### src/rtl/lpdaq_pkg.sv
// Shared types and helpers for the low-power DAQ receive path.
// Holds the frame FSM encoding, ADC word sizes and counter helpers.
package lpdaq_pkg;

    typedef enum logic {
        RX_IDLE  = 1'b0,
        RX_SHIFT = 1'b1
    } rx_state_t;

    localparam int ADS127_BITS  = 24;
    localparam int LPDAQ_WORD_W = 32;

    function automatic logic [15:0] sat_inc16(input logic [15:0] v);
        return (v == 16'hFFFF) ? v : v + 16'd1;
    endfunction

endpackage

### src/rtl/lpdaq_sync_fifo.sv
// Single-clock first-word-fall-through FIFO with occupancy count.
// A write into a full FIFO is accepted only when a read frees a slot.
module lpdaq_sync_fifo #(
    parameter int WIDTH = 32,
    parameter int DEPTH = 16
) (
    input  logic                     aclk,
    input  logic                     rst,
    input  logic                     push,
    input  logic [WIDTH-1:0]         wdata,
    input  logic                     pop,
    output logic [WIDTH-1:0]         rdata,
    output logic                     empty,
    output logic                     full,
    output logic [$clog2(DEPTH):0]   count
);

    localparam int AW = $clog2(DEPTH);

    logic [WIDTH-1:0] mem [DEPTH];
    logic [AW:0]      wr_ptr;
    logic [AW:0]      rd_ptr;
    logic             do_wr;
    logic             do_rd;

    assign empty = (wr_ptr == rd_ptr);
    assign full  = (wr_ptr[AW] != rd_ptr[AW]) &&
                   (wr_ptr[AW-1:0] == rd_ptr[AW-1:0]);
    assign count = wr_ptr - rd_ptr;

    assign do_rd = pop & ~empty;
    assign do_wr = push & (~full | do_rd);

    // Head is forced to zero while empty so the output is clean after reset.
    assign rdata = empty ? '0 : mem[rd_ptr[AW-1:0]];

    always_ff @(posedge aclk) begin
        if (rst) begin
            wr_ptr <= '0;
            rd_ptr <= '0;
        end else begin
            if (do_wr) wr_ptr <= wr_ptr + 1'b1;
            if (do_rd) rd_ptr <= rd_ptr + 1'b1;
        end
    end

    always_ff @(posedge aclk) begin
        if (do_wr) mem[wr_ptr[AW-1:0]] <= wdata;
    end

endmodule

### src/rtl/ads127l01_fsync_rx.sv
// ADS127L01 frame-sync receiver: sync, deserialise, sign-extend, buffer.
// Output is an AXI-Stream master fed from a small FWFT FIFO.
module ads127l01_fsync_rx
    import lpdaq_pkg::*;
#(
    parameter int ADC_BITS    = ADS127_BITS,
    parameter int OUT_W       = LPDAQ_WORD_W,
    parameter int FIFO_DEPTH  = 16,
    parameter int SYNC_STAGES = 2
) (
    input  logic                          aclk,
    input  logic                          rst,
    input  logic                          en,
    input  logic                          sck,
    input  logic                          dout,
    input  logic                          fsync,
    output logic [OUT_W-1:0]              m_tdata,
    output logic                          m_tvalid,
    input  logic                          m_tready,
    output logic [$clog2(FIFO_DEPTH):0]   fifo_count,
    output logic [15:0]                   overflow_cnt,
    output logic [15:0]                   frame_err_cnt
);

    localparam int CNT_W = $clog2(ADC_BITS + 1);
    localparam int EXT_W = OUT_W - ADC_BITS;

    logic [SYNC_STAGES-1:0] sck_sr;
    logic [SYNC_STAGES-1:0] dout_sr;
    logic [SYNC_STAGES-1:0] fsync_sr;
    logic                   sck_s;
    logic                   dout_s;
    logic                   fsync_s;

    logic                   sck_prev;
    logic                   rise_q;
    logic                   dout_q;
    logic                   fsync_q;
    logic                   fsync_last;
    logic                   armed;
    logic                   fsync_rise;

    rx_state_t              state;
    rx_state_t              state_nx;
    logic [ADC_BITS-1:0]    sh;
    logic [ADC_BITS-1:0]    sh_nx;
    logic [CNT_W-1:0]       bit_cnt;
    logic [CNT_W-1:0]       cnt_nx;
    logic                   push;
    logic                   push_nx;
    logic                   abort;

    logic                   pop;
    logic                   fifo_full;
    logic                   fifo_empty;
    logic [OUT_W-1:0]       wdata;

    assign sck_s   = sck_sr[SYNC_STAGES-1];
    assign dout_s  = dout_sr[SYNC_STAGES-1];
    assign fsync_s = fsync_sr[SYNC_STAGES-1];

    always_ff @(posedge aclk) begin
        if (rst) begin
            sck_sr   <= '0;
            dout_sr  <= '0;
            fsync_sr <= '0;
        end else begin
            sck_sr   <= {sck_sr[SYNC_STAGES-2:0], sck};
            dout_sr  <= {dout_sr[SYNC_STAGES-2:0], dout};
            fsync_sr <= {fsync_sr[SYNC_STAGES-2:0], fsync};
        end
    end

    // Data and fsync are registered alongside the edge so all three stay aligned.
    always_ff @(posedge aclk) begin
        if (rst) begin
            sck_prev <= 1'b0;
            rise_q   <= 1'b0;
            dout_q   <= 1'b0;
            fsync_q  <= 1'b0;
        end else begin
            sck_prev <= sck_s;
            rise_q   <= sck_s & ~sck_prev;
            dout_q   <= dout_s;
            fsync_q  <= fsync_s;
        end
    end

    // The first edge after reset only records fsync, so a level already
    // high at release is not mistaken for a frame start.
    always_ff @(posedge aclk) begin
        if (rst) begin
            fsync_last <= 1'b0;
            armed      <= 1'b0;
        end else if (rise_q) begin
            fsync_last <= fsync_q;
            armed      <= 1'b1;
        end
    end

    assign fsync_rise = rise_q & armed & fsync_q & ~fsync_last;

    always_ff @(posedge aclk) begin
        if (rst) state <= RX_IDLE;
        else     state <= state_nx;
    end

    always_comb begin
        state_nx = state;
        unique case (state)
            RX_IDLE: begin
                if (fsync_rise && en) state_nx = RX_SHIFT;
            end
            RX_SHIFT: begin
                if (rise_q && !fsync_rise &&
                    bit_cnt == CNT_W'(ADC_BITS - 1))
                    state_nx = RX_IDLE;
            end
        endcase
    end

    always_comb begin
        sh_nx   = sh;
        cnt_nx  = bit_cnt;
        push_nx = 1'b0;
        abort   = 1'b0;
        unique case (state)
            RX_IDLE: begin
                if (fsync_rise && en) begin
                    sh_nx  = {{(ADC_BITS-1){1'b0}}, dout_q};
                    cnt_nx = CNT_W'(1);
                end
            end
            RX_SHIFT: begin
                if (fsync_rise) begin
                    abort  = 1'b1;
                    sh_nx  = {{(ADC_BITS-1){1'b0}}, dout_q};
                    cnt_nx = CNT_W'(1);
                end else if (rise_q) begin
                    sh_nx  = {sh[ADC_BITS-2:0], dout_q};
                    cnt_nx = bit_cnt + CNT_W'(1);
                    if (bit_cnt == CNT_W'(ADC_BITS - 1)) push_nx = 1'b1;
                end
            end
        endcase
    end

    always_ff @(posedge aclk) begin
        if (rst) begin
            sh      <= '0;
            bit_cnt <= '0;
            push    <= 1'b0;
        end else begin
            sh      <= sh_nx;
            bit_cnt <= cnt_nx;
            push    <= push_nx;
        end
    end

    assign wdata = {{EXT_W{sh[ADC_BITS-1]}}, sh};
    assign pop   = m_tvalid & m_tready;

    lpdaq_sync_fifo #(
        .WIDTH (OUT_W),
        .DEPTH (FIFO_DEPTH)
    ) u_fifo (
        .aclk  (aclk),
        .rst   (rst),
        .push  (push),
        .wdata (wdata),
        .pop   (pop),
        .rdata (m_tdata),
        .empty (fifo_empty),
        .full  (fifo_full),
        .count (fifo_count)
    );

    assign m_tvalid = ~fifo_empty;

    always_ff @(posedge aclk) begin
        if (rst) begin
            overflow_cnt  <= '0;
            frame_err_cnt <= '0;
        end else begin
            if (push && fifo_full && !pop)
                overflow_cnt <= sat_inc16(overflow_cnt);
            if (abort)
                frame_err_cnt <= sat_inc16(frame_err_cnt);
        end
    end

endmodule
### config.mk
export PLATFORM = sky130hd
export DESIGN_NAME = ads127l01_fsync_rx
export DESIGN_NICKNAME = d
export VERILOG_FILES = /design/src/rtl/lpdaq_pkg.sv /design/src/rtl/lpdaq_sync_fifo.sv /design/src/rtl/ads127l01_fsync_rx.sv
export SDC_FILE = /design/constraint.sdc
export NUM_CORES = 1
export LEC_CHECK = 0
export BUFFER_PORTS_ARGS = -buffer_cell sky130_fd_sc_hd__buf_2
export CAP_MARGIN = 0
export CORE_ASPECT_RATIO = 0.75
export CORE_MARGIN = 2
export CORE_UTILIZATION = 50
export DETAILED_ROUTE_END_ITERATION = 10
export PLACE_DENSITY = 0.66
export SLEW_MARGIN = 10
export SYNTH_ARGS = -nofsm -noshare
export SYNTH_HDL_FRONTEND = slang
export SYNTH_SLANG_ARGS = --single-unit
### constraint.sdc
create_clock -name aclk -period 4.4 [get_ports aclk]
set_input_delay 0.66 -clock aclk [delete_from_list [all_inputs] [get_ports aclk]]
set_output_delay 0.66 -clock aclk [all_outputs]
set_load 0.05 [all_outputs]
==> impl_metrics.tcl, run 1 <==
set metrics [dict create \
    status "finished, final reports clean" \
    syn_inst 1029 \
    dp_hpwl_mm 21.81 \
    peakVddDrop_mv 0.3613 \
    intPower_mw 6.842 \
    start_kind "flip-flop" \
    place.gp.congestion 0.7693 \
    track_usage_pct 20.95 \
    grt_max_degree 86 \
    switchingPower_mw 1.573 \
    num-nets-final 1143 \
    ys_seq_area_share_pct 72.30 \
    cts_buffers 45 \
    drive_gt1_share_pct 25.89 \
    initial_core_util_pct 50.99 \
    coreArea_um2 36110 \
    antenna_found_initial 0 \
    overflow 0 \
    postCtsResizedCells 0 \
    dieArea_um2 38390 \
    drv_slew 0 \
    fin_cells 1651 \
    endpoint_kind "output pin" \
    worstReg2RegEnd "u_fifo.mem[11][2]" \
    dieWidth_um 225.6 \
    viasPerCell 5.741 \
    hold_start "fsync" \
    rows 60 \
    r2r_cells 6 \
    clk_path_buf_depth 3 \
    hold_viol_final 0 \
    power.density_nw_per_um2 403.2 \
    final_cell_mix "384 x edfxtp_1, 96 x mux4_2, 86 x dfxtp_1, 75 x buf_2, 74 x nor2_1" \
    hold_buffers 0 \
    syn_nets 1049 \
    synth.distinct_cells 49 \
    dp_worst_setup_slack_ps 1107 \
    syn2layout_area_growth_pct 13.36 \
    drt_first_pass_iters 4 \
    remaining_drc_errors 0 \
    antenna_cells 0 \
    io_pins 77 \
    cts_setup_buffers 0 \
    tightestPinTransition_ps 1157 \
    fmax_mhz 259.6 \
    crit_arrival_ps 3190 \
    ctsHtreeMaxLevel 2 \
    cts-root-buf "clkbuf_16" \
    cp_slowest_cell "dfxtp_1" \
    rrSetupSlack_ps 1350 \
    cts_tree "yes" \
    hold_end "fsync_sr[0]" \
    r2r-start "u_fifo.wr_ptr[2]" \
    grt_pass1_wl_mm 59.10 \
    critPathKind "flip-flop to output pin" \
    cts.sinks 473 \
    whs_path_depth 2 \
    die-height_um 170.2 \
    place_inst 1572 \
    wl_per_cell_um 23.66 \
    hold_ws_ps 337.2 \
    setup_slack_ps 548.1 \
    vias 9478 \
    hold_path_class "primary input to flip-flop" \
    combPwrFrac_pct 0.2 \
    clk_latency_ps 550 \
    leakagePower_nw 7.540 \
    netlist_area_um2 18410 \
    crit_chain "ha_1, and4_1, nand2_1, nand2b_1, buf_4, o22ai_1, buf_2" \
    setup_viol 0 \
    rsz0062_at_grt "no" \
    slowest_delay_ps 550 \
    p_clk_share_pct 43.1 \
    yosysWarnings 0 \
    fillCellCount 2744 \
    period_minus_slack_ps 3852 \
    initialDrtViolationCount 823 \
    cp_max_fo 16 \
    clock-skew-final_ps 20.74 \
    p_seq_share_pct 56.7 \
    fin_crit_sh_pct 87.54 \
    tns_ps 0 \
    routed_wl_mm 39.06 \
    antenna_left 0 \
    maxCapViolations 0 \
    critPathRequiredTime_ps 3740 \
    path_clk_slew_ps 60 \
    synth_seq_cells 473 \
    io_buffers 76 \
    syn_avg_cell_area_um2 17.89 \
    slew-limit-headroom_pct 22.70 \
    first_global_vias 9461 \
    final_common_cell "edfxtp_1" \
    p_sw_share_pct 18.70 \
]
[logic make-up after synthesis]
group | after synthesis | synth area share (%)
flops | 473 | 72.30
compound gates | 76 | 2.704
xor+xnor | 37 | 1.801
buf+inv | 74 | 1.814
fa+ha+maj | 13 | 0.9241
mux | 149 | 14.63
simple gates | 207 | 5.824
[critical path, delay by kind of cell (launching register included)]
| family | cells | cell delay, ps |
|---|---|---|
| buffers and inverters | 2 | 690 |
| and+or+nand+nor | 3 | 650 |
| DFF | 1 | 550 |
| AOI/OAI and AO/OA | 1 | 400 |
| adders and majority gates | 1 | 350 |
[power by group through the flow]
stage	sequential (mW)	clock, mW	combinational (mW)
detailed placement	4.87	0	0.0208
global placement	4.87	0	0.0210
global route	4.77	3.87	0.0225
CTS	4.77	3.69	0.0208
floorplan	4.87	0	0.0137
finish	4.77	3.62	0.0205
[Yosys cell counts, drive strengths merged]
| master | count | area, µm² |
|---|---|---|
| nand3 | 15 | 75.07 |
| mux2i | 52 | 520.5 |
| o22ai | 24 | 150.1 |
| a21o | 3 | 22.52 |
| a21boi | 1 | 7.510 |
| and3b | 1 | 8.760 |
| nand2 | 23 | 86.33 |
| a31oi | 2 | 12.51 |
| o21ai | 8 | 40.04 |
| ha | 12 | 150.1 |
| nor4 | 9 | 75.08 |
| nand2b | 3 | 18.77 |
| nor3b | 4 | 30.03 |
| mux2 | 1 | 11.26 |
| nand4b | 2 | 17.52 |
| a21oi | 12 | 60.06 |
| edfxtp | 384 | 11530 |
| and3 | 3 | 18.77 |
| a22oi | 24 | 180.2 |
| nand4 | 15 | 93.84 |
| dfxtp | 89 | 1782 |
| nor4b | 4 | 56.30 |
| a311oi | 1 | 15.01 |
| xor2 | 8 | 70.07 |
| o31a | 1 | 10.01 |
| or3 | 7 | 45.05 |
| or2 | 2 | 12.51 |
| fa | 1 | 20.02 |
| clkbuf | 39 | 146.4 |
| nor2 | 87 | 326.6 |
| or4 | 2 | 18.77 |
| xnor2 | 29 | 261.5 |
| buf | 25 | 150.1 |
| nor2b | 12 | 75.07 |
| nand3b | 1 | 7.510 |
| and4 | 5 | 46.30 |
| inv | 10 | 37.54 |
| mux4 | 96 | 2162 |
| nor3 | 12 | 60.06 |
[per-layer routing]
layer	vias to the layer above	wire length, µm	track usage [%]
li1	4263	-	-
met1	4880	17320	30.16
met2	277	18510	33.53
met3	58	2447	3.522
met4	0	779	5.500
met5	-	0	0
[how the worst max path moves through the flow]
stage                                 from           to  cells past startpoint
after global routing      u_fifo.wr_ptr[3]  m_tdata[19]                      7
after CTS                 u_fifo.wr_ptr[3]  m_tdata[19]                      7
final                     u_fifo.wr_ptr[3]  m_tdata[19]                      7
after detailed placement  u_fifo.wr_ptr[3]  m_tdata[19]                      7
after global placement    u_fifo.wr_ptr[2]  m_tdata[19]                      7
after floorplan           u_fifo.wr_ptr[0]  m_tdata[24]                      9
[state kept, by name, summed over array words and instances, names as in the netlist, named ones only]
| signal | count |
|---|---|
| frame_err_cnt | 16 |
| u_fifo.wr_ptr | 5 |
| sh | 24 |
| rise_q | 1 |
| overflow_cnt | 16 |
| armed | 1 |
| fsync_last | 1 |
| u_fifo.rd_ptr | 5 |
| dout_sr | 2 |
| fsync_q | 1 |
| sck_sr | 2 |
| bit_cnt | 5 |
| fsync_sr | 2 |
| dout_q | 1 |
| u_fifo.mem | 384 |
| state | 1 |
| sck_prev | 1 |
| push | 1 |
[metrics by stage]
step                      area (µm²)  total power, mW  util, %
after detailed placement       19520            4.887    54.05
after floorplan                18410            4.881        -
after CTS                      20870            8.485    57.80
after global placement         19520            4.887    54.05
final                          20870            8.415    57.80
after global routing           20870            8.659    57.80
[final cells by class]
| cell class | instances | area, µm² | share of cell area (%) |
|---|---|---|---|
| Sequential cell | 473 | 13320 | 63.84 |
| Multi-Input combinational cell | 482 | 4878 | 23.37 |
| Clock buffer | 66 | 1245 | 5.964 |
| Timing Repair Buffer | 111 | 658.1 | 3.153 |
| Tap cell | 496 | 620.6 | 2.973 |
| Clock inverter | 13 | 108.9 | 0.5215 |
| Inverter | 10 | 37.54 | 0.1798 |
No activity file was read; power rests on OpenSTA's default activity.
==> run 2: changes to the inputs <==
--- a/config.mk
+++ b/config.mk
@@ -9,9 +9,9 @@
 export CAP_MARGIN = 0
 export CORE_ASPECT_RATIO = 0.75
 export CORE_MARGIN = 2
-export CORE_UTILIZATION = 50
+export CORE_UTILIZATION = 55
 export DETAILED_ROUTE_END_ITERATION = 10
-export PLACE_DENSITY = 0.66
+export PLACE_DENSITY = 0.71
 export SLEW_MARGIN = 10
 export SYNTH_ARGS = -nofsm -noshare
 export SYNTH_HDL_FRONTEND = slang
==> run 2 against run 1 <==
Net effect: global-route usage grew 0.40 points; die area shrank 8.9%; register-to-register slack gained 80 ps; wire length shrank 5.9%; design area grew 0.19%; total power grew 4.7%; utilization grew 6.2 points; sequential cell count is the same; first-iteration DRC count grew 3.2%; critical endpoint is now m_tdata[27]; maximum frequency shrank 0.65%; non-clock buffer count shrank 14; worst hold slack lost 19 ps.
==> impl_metrics.tcl, run 2 (synthesis gave the netlist of run 1 again) <==
set metrics [dict create \
    crit_chain "ha_1, and4_1, nand2_1, nand2_1, o22ai_1, buf_2" \
    hold_buffers 0 \
    track_usage_pct 21.35 \
    placed_cell_area_um2 19360 \
    clk_path_buf_depth 3 \
    cts_setup_buffers 0 \
    die-height_um 162.5 \
    setup_viol 0 \
    cts.sinks 473 \
    status "finished, final reports clean" \
    dp_hpwl_mm 19.76 \
    cts_buffers 45 \
    tns_ps 0 \
    regArea_um2 13320 \
    maxCapViolations 0 \
    critPathRequiredTime_ps 3740 \
    antenna_cells 0 \
    crit_arrival_ps 3220 \
    clock-skew-final_ps 18.70 \
    crit_path_start "u_fifo.wr_ptr[3]" \
    coreArea_um2 32660 \
    overflow 0 \
    whs_path_depth 2 \
    io_buffers 76 \
    cp_max_fo 10 \
    hold_viol_final 0 \
    ctsHtreeMaxLevel 2 \
    start_kind "flip-flop" \
    drv_slew 0 \
    routed_wl_mm 36.76 \
    multi_input_area_um2 4878 \
    path_clk_slew_ps 60 \
    peakVddDrop_mv 0.3398 \
    tightestPinTransition_ps 1101 \
    initialDrtViolationCount 849 \
    r2r_cells 5 \
    remaining_drc_errors 0 \
    critPathKind "flip-flop to output pin" \
    hold_ws_ps 317.8 \
    leakagePower_nw 7.561 \
    endpoint_kind "output pin" \
    finalPower_mw 8.810 \
    antenna_found_initial 0 \
    crit_top_cell "nand2_1" \
    io_pins 77 \
    clk_latency_ps 560 \
    cp_slowest_cell "o22ai_1" \
    place_inst 1504 \
    rows 57 \
    num-nets-final 1129 \
    place.gp.congestion 0.7827 \
    hold_start "dout" \
    fin_crit_sh_pct 88.11 \
    antenna_left 0 \
    dieArea_um2 34970 \
    postCtsResizedCells 0 \
    period_minus_slack_ps 3877 \
    fmax_mhz 257.9 \
    rsz0062_at_grt "no" \
    largest_reg_flops 384 \
    slew-limit-headroom_pct 26.44 \
    wl_per_cell_um 23.15 \
    vias 9298 \
    syn2layout_area_growth_pct 13.57 \
    drt_first_pass_iters 8 \
    final_common_cell "edfxtp_1" \
    drive_gt1_share_pct 25.92 \
    viasPerCell 5.855 \
    cts_tree "yes" \
    cts-root-buf "clkbuf_16" \
    grt_pass1_wl_mm 55.99 \
    design_area_um2 20910 \
    first_global_vias 9189 \
    grt_max_degree 86 \
    final_cell_mix "384 x edfxtp_1, 96 x mux4_2, 86 x dfxtp_1, 75 x buf_2, 74 x nor2_1" \
    dieWidth_um 215.3 \
    fillCellCount 2300 \
    fin_cells 1588 \
    power.density_nw_per_um2 421.3 \
    initial_core_util_pct 56.37 \
    r2r-start "u_fifo.wr_ptr[2]" \
    slowest_delay_ps 600 \
    hold_path_class "primary input to flip-flop" \
]
[run 2: cell types whose count changed in the layout (fill, tap and decap cells not counted), sizes merged]
cell and change:
buf -14, clkbuf -10, clkinv +7, bufinv +4
clkinvlp +2, inv +2
[run 2: area by class of cell]
class | instances | area share (%)
inverter | 10 | 0.1795
multi-input combinational | 482 | 23.33
clock buffer | 56 | 5.983
tap | 442 | 2.645
sequential | 473 | 63.72
timing repair buffer | 97 | 2.704
clock inverter | 28 | 1.442
[run 2: power by group]
| group | switching, mW | internal [mW] | leakage, nW |
|---|---|---|---|
| combinational | 0.0159 | 0.00463 | 1.61 |
| sequential | 0.00149 | 4.77 | 5.19 |
| clock | 1.64 | 2.38 | 0.758 |
[run 2: worst max-delay path: cells and delay by family (launching register included)]
| kind | cells | cell delay [ps] |
|---|---|---|
| compound gates | 1 | 600 |
| fa+ha+maj | 1 | 360 |
| buf+inv | 1 | 370 |
| flops | 1 | 550 |
| simple gates | 3 | 760 |
[run 2: stage by stage]
stage,utilization [%],setup slack (ps)
after global placement,59.27,1170
after detailed placement,59.27,1082
after CTS,64.02,466.0
final,64.02,523.1
after floorplan,-,518.2
after global routing,64.02,296.6
[run 2: path summary, 6_finish.rpt]
| path | to | slack [ps] |
|---|---|---|
| worst min-delay path | dout_sr[0] | 320 |
| worst max-delay path | m_tdata[27] | 520 |
| worst min register to register | rise_q | 370 |
| worst max register to register | u_fifo.mem[11][2] | 1430 |
[run 2: layer usage]
| metal | share of wire (%) | track usage [%] | up-vias |
|---|---|---|---|
| met5 | 0 | 0 | - |
| met4 | 2.0 | 6.050 | 0 |
| met3 | 5.9 | 3.697 | 55 |
| met2 | 48 | 34.06 | 257 |
| met1 | 44 | 30.90 | 4764 |
| li1 | - | - | 4222 |
==> run 3: changes to the inputs <==
--- a/config.mk
+++ b/config.mk
@@ -11,6 +11,7 @@
 export CORE_MARGIN = 2
 export CORE_UTILIZATION = 55
 export DETAILED_ROUTE_END_ITERATION = 10
+export MAX_ROUTING_LAYER = met4
 export PLACE_DENSITY = 0.71
 export SLEW_MARGIN = 10
 export SYNTH_ARGS = -nofsm -noshare
==> run 3 against run 2 <==
Net effect: maximum frequency fell by 0.40%; non-clock buffer count did not move; final cell count did not move; sequential cell count did not move; worst hold slack improved by 2.0 ps; setup slack got worse by 16 ps; total power barely moved; first-iteration DRC count fell by 5.1%; wire length fell by 0.57%; clock-buffer cell count did not move; die area did not move; utilization did not move; critical endpoint unchanged; largest cell class unchanged; highest routed layer unchanged.
==> impl_metrics.tcl, run 3 (synthesis gave the netlist of run 1 again) <==
set metrics [dict create \
    fmax_mhz 256.9 \
    critPathBufInv 1 \
    peakVddDrop_mv 0.3394 \
    cts_setup_buffers 0 \
    grt_max_degree 86 \
    leakagePower_nw 7.561 \
    r2r-start "u_fifo.wr_ptr[2]" \
    cts_buffers 45 \
    drt_first_pass_iters 5 \
    met3_usage_pct 3.697 \
    period_minus_slack_ps 3893 \
    dp_hpwl_mm 19.76 \
    ctsHtreeMaxLevel 2 \
    start_kind "flip-flop" \
    overflow 0 \
    num-nets-final 1129 \
    final_cell_mix "384 x edfxtp_1, 96 x mux4_2, 86 x dfxtp_1, 75 x buf_2, 74 x nor2_1" \
    r2r_cells 5 \
    rows 57 \
    clk_path_buf_depth 3 \
    first_global_vias 9185 \
    dieArea_um2 34970 \
    crit_chain "ha_1, and4_1, nand2_1, nand2_1, o22ai_1, buf_2" \
    critPathKind "flip-flop to output pin" \
    use_met2_pct 34.09 \
    fin_cells 1588 \
    whs_path_depth 2 \
    cp_slowest_cell "o22ai_1" \
    p_clk_share_pct 45.6 \
    coreArea_um2 32660 \
    slew-limit-headroom_pct 26.71 \
    io_buffers 76 \
    crit_arrival_ps 3230 \
    cp_max_fo 10 \
    grt_pass1_wl_mm 56.02 \
    initial_core_util_pct 56.37 \
    antenna_found_initial 0 \
    cts-root-buf "clkbuf_16" \
    path_delay_family "simple AND/OR/NAND/NOR gates" \
    dp_worst_setup_slack_ps 1082 \
    antenna_cells 0 \
    p_seq_share_pct 54.2 \
    die-height_um 162.5 \
    final_common_cell "edfxtp_1" \
    hold_end "dout_sr[0]" \
    io_pins 77 \
    worstReg2RegEnd "u_fifo.mem[11][3]" \
    intPower_mw 7.153 \
    rrSetupSlack_ps 1430 \
    hold_buffers 0 \
    tightestPinTransition_ps 1097 \
    routed_wl_mm 36.55 \
    place_inst 1504 \
    power.density_nw_per_um2 421.0 \
    status "finished, final reports clean" \
    rsz0062_at_grt "no" \
    slowest_delay_ps 610 \
    maxCapViolations 0 \
    met1_usage_pct 30.94 \
    clock-skew-final_ps 20.41 \
    remaining_drc_errors 0 \
    grt-busiest-layer "met2" \
    cts_tree "yes" \
    wl_per_cell_um 23.02 \
    drv_slew 0 \
    crit_top_cell "nand2_1" \
    syn2layout_area_growth_pct 13.57 \
    hold_start "dout" \
    place.gp.congestion 0.7935 \
    antenna_left 0 \
    initialDrtViolationCount 806 \
    setup_slack_ps 507.4 \
    placed_cell_area_um2 19360 \
    hold_viol_final 0 \
    p_sw_share_pct 18.75 \
    postCtsResizedCells 0 \
    cts.sinks 473 \
    endpoint_kind "output pin" \
    hold_path_class "primary input to flip-flop" \
    critPathRequiredTime_ps 3740 \
    design_area_um2 20910 \
    combPwrFrac_pct 0.2 \
    fin_crit_sh_pct 88.47 \
    largest_reg_flops 384 \
    setup_viol 0 \
    viasPerCell 5.844 \
    dieWidth_um 215.3 \
    vias 9281 \
    clk_latency_ps 560 \
    drive_gt1_share_pct 25.92 \
    path_clk_slew_ps 60 \
    tns_ps 0 \
    track_usage_pct 22.05 \
    fillCellCount 2300 \
    switchingPower_mw 1.651 \
]
run 3: power by group through the flow:
stage	combinational (mW)	sequential, mW	clock (mW)
2_1_floorplan	0.0137	4.87	0
5_1_grt	0.0223	4.77	4.27
4_1_cts	0.0208	4.77	4.08
3_3_place_gp	0.0203	4.87	0
3_5_place_dp	0.0209	4.87	0
6_report	0.0205	4.77	4.01
run 3: through the flow:
step / total power [mW] / hold slack, ps / utilization (%)
after floorplan: 4.881 / 367.4 / -
after global routing: 9.056 / 321.1 / 64.02
after global placement: 4.886 / 371.9 / 59.27
after CTS: 8.867 / 299.4 / 64.02
after detailed placement: 4.887 / 371.9 / 59.27
final: 8.804 / 319.7 / 64.02
run 3: metal layers:
layer | up-vias | part of all wire, % | wire length, µm
li1 | 4222 | - | -
met1 | 4741 | 44 | 16170
met2 | 262 | 48 | 17460
met3 | 56 | 6.0 | 2189
met4 | 0 | 2.0 | 732
met5 | - | 0 | 0
run 3: area by class of cell:
cell class | count | area (µm²) | share of cell area [%]
clock buffer | 56 | 1251 | 5.983
clock inverter | 28 | 301.5 | 1.442
inverter | 10 | 37.54 | 0.1795
multi-input combinational | 482 | 4878 | 23.33
sequential | 473 | 13320 | 63.72
tap | 442 | 553.0 | 2.645
timing repair buffer | 97 | 565.5 | 2.704
run 3: worst max-delay path by stage:
| stage | start | end | slack (ps) | cells past startpoint |
|---|---|---|---|---|
| after detailed placement | u_fifo.wr_ptr[3] | m_tdata[27] | 1080 | 6 |
| after global placement | u_fifo.wr_ptr[2] | m_tdata[24] | 1170 | 6 |
| after global routing | u_fifo.wr_ptr[3] | m_tdata[27] | 300 | 6 |
| final | u_fifo.wr_ptr[3] | m_tdata[27] | 510 | 6 |
| after CTS | u_fifo.wr_ptr[3] | m_tdata[27] | 470 | 6 |
| after floorplan | u_fifo.wr_ptr[0] | m_tdata[24] | 520 | 9 |
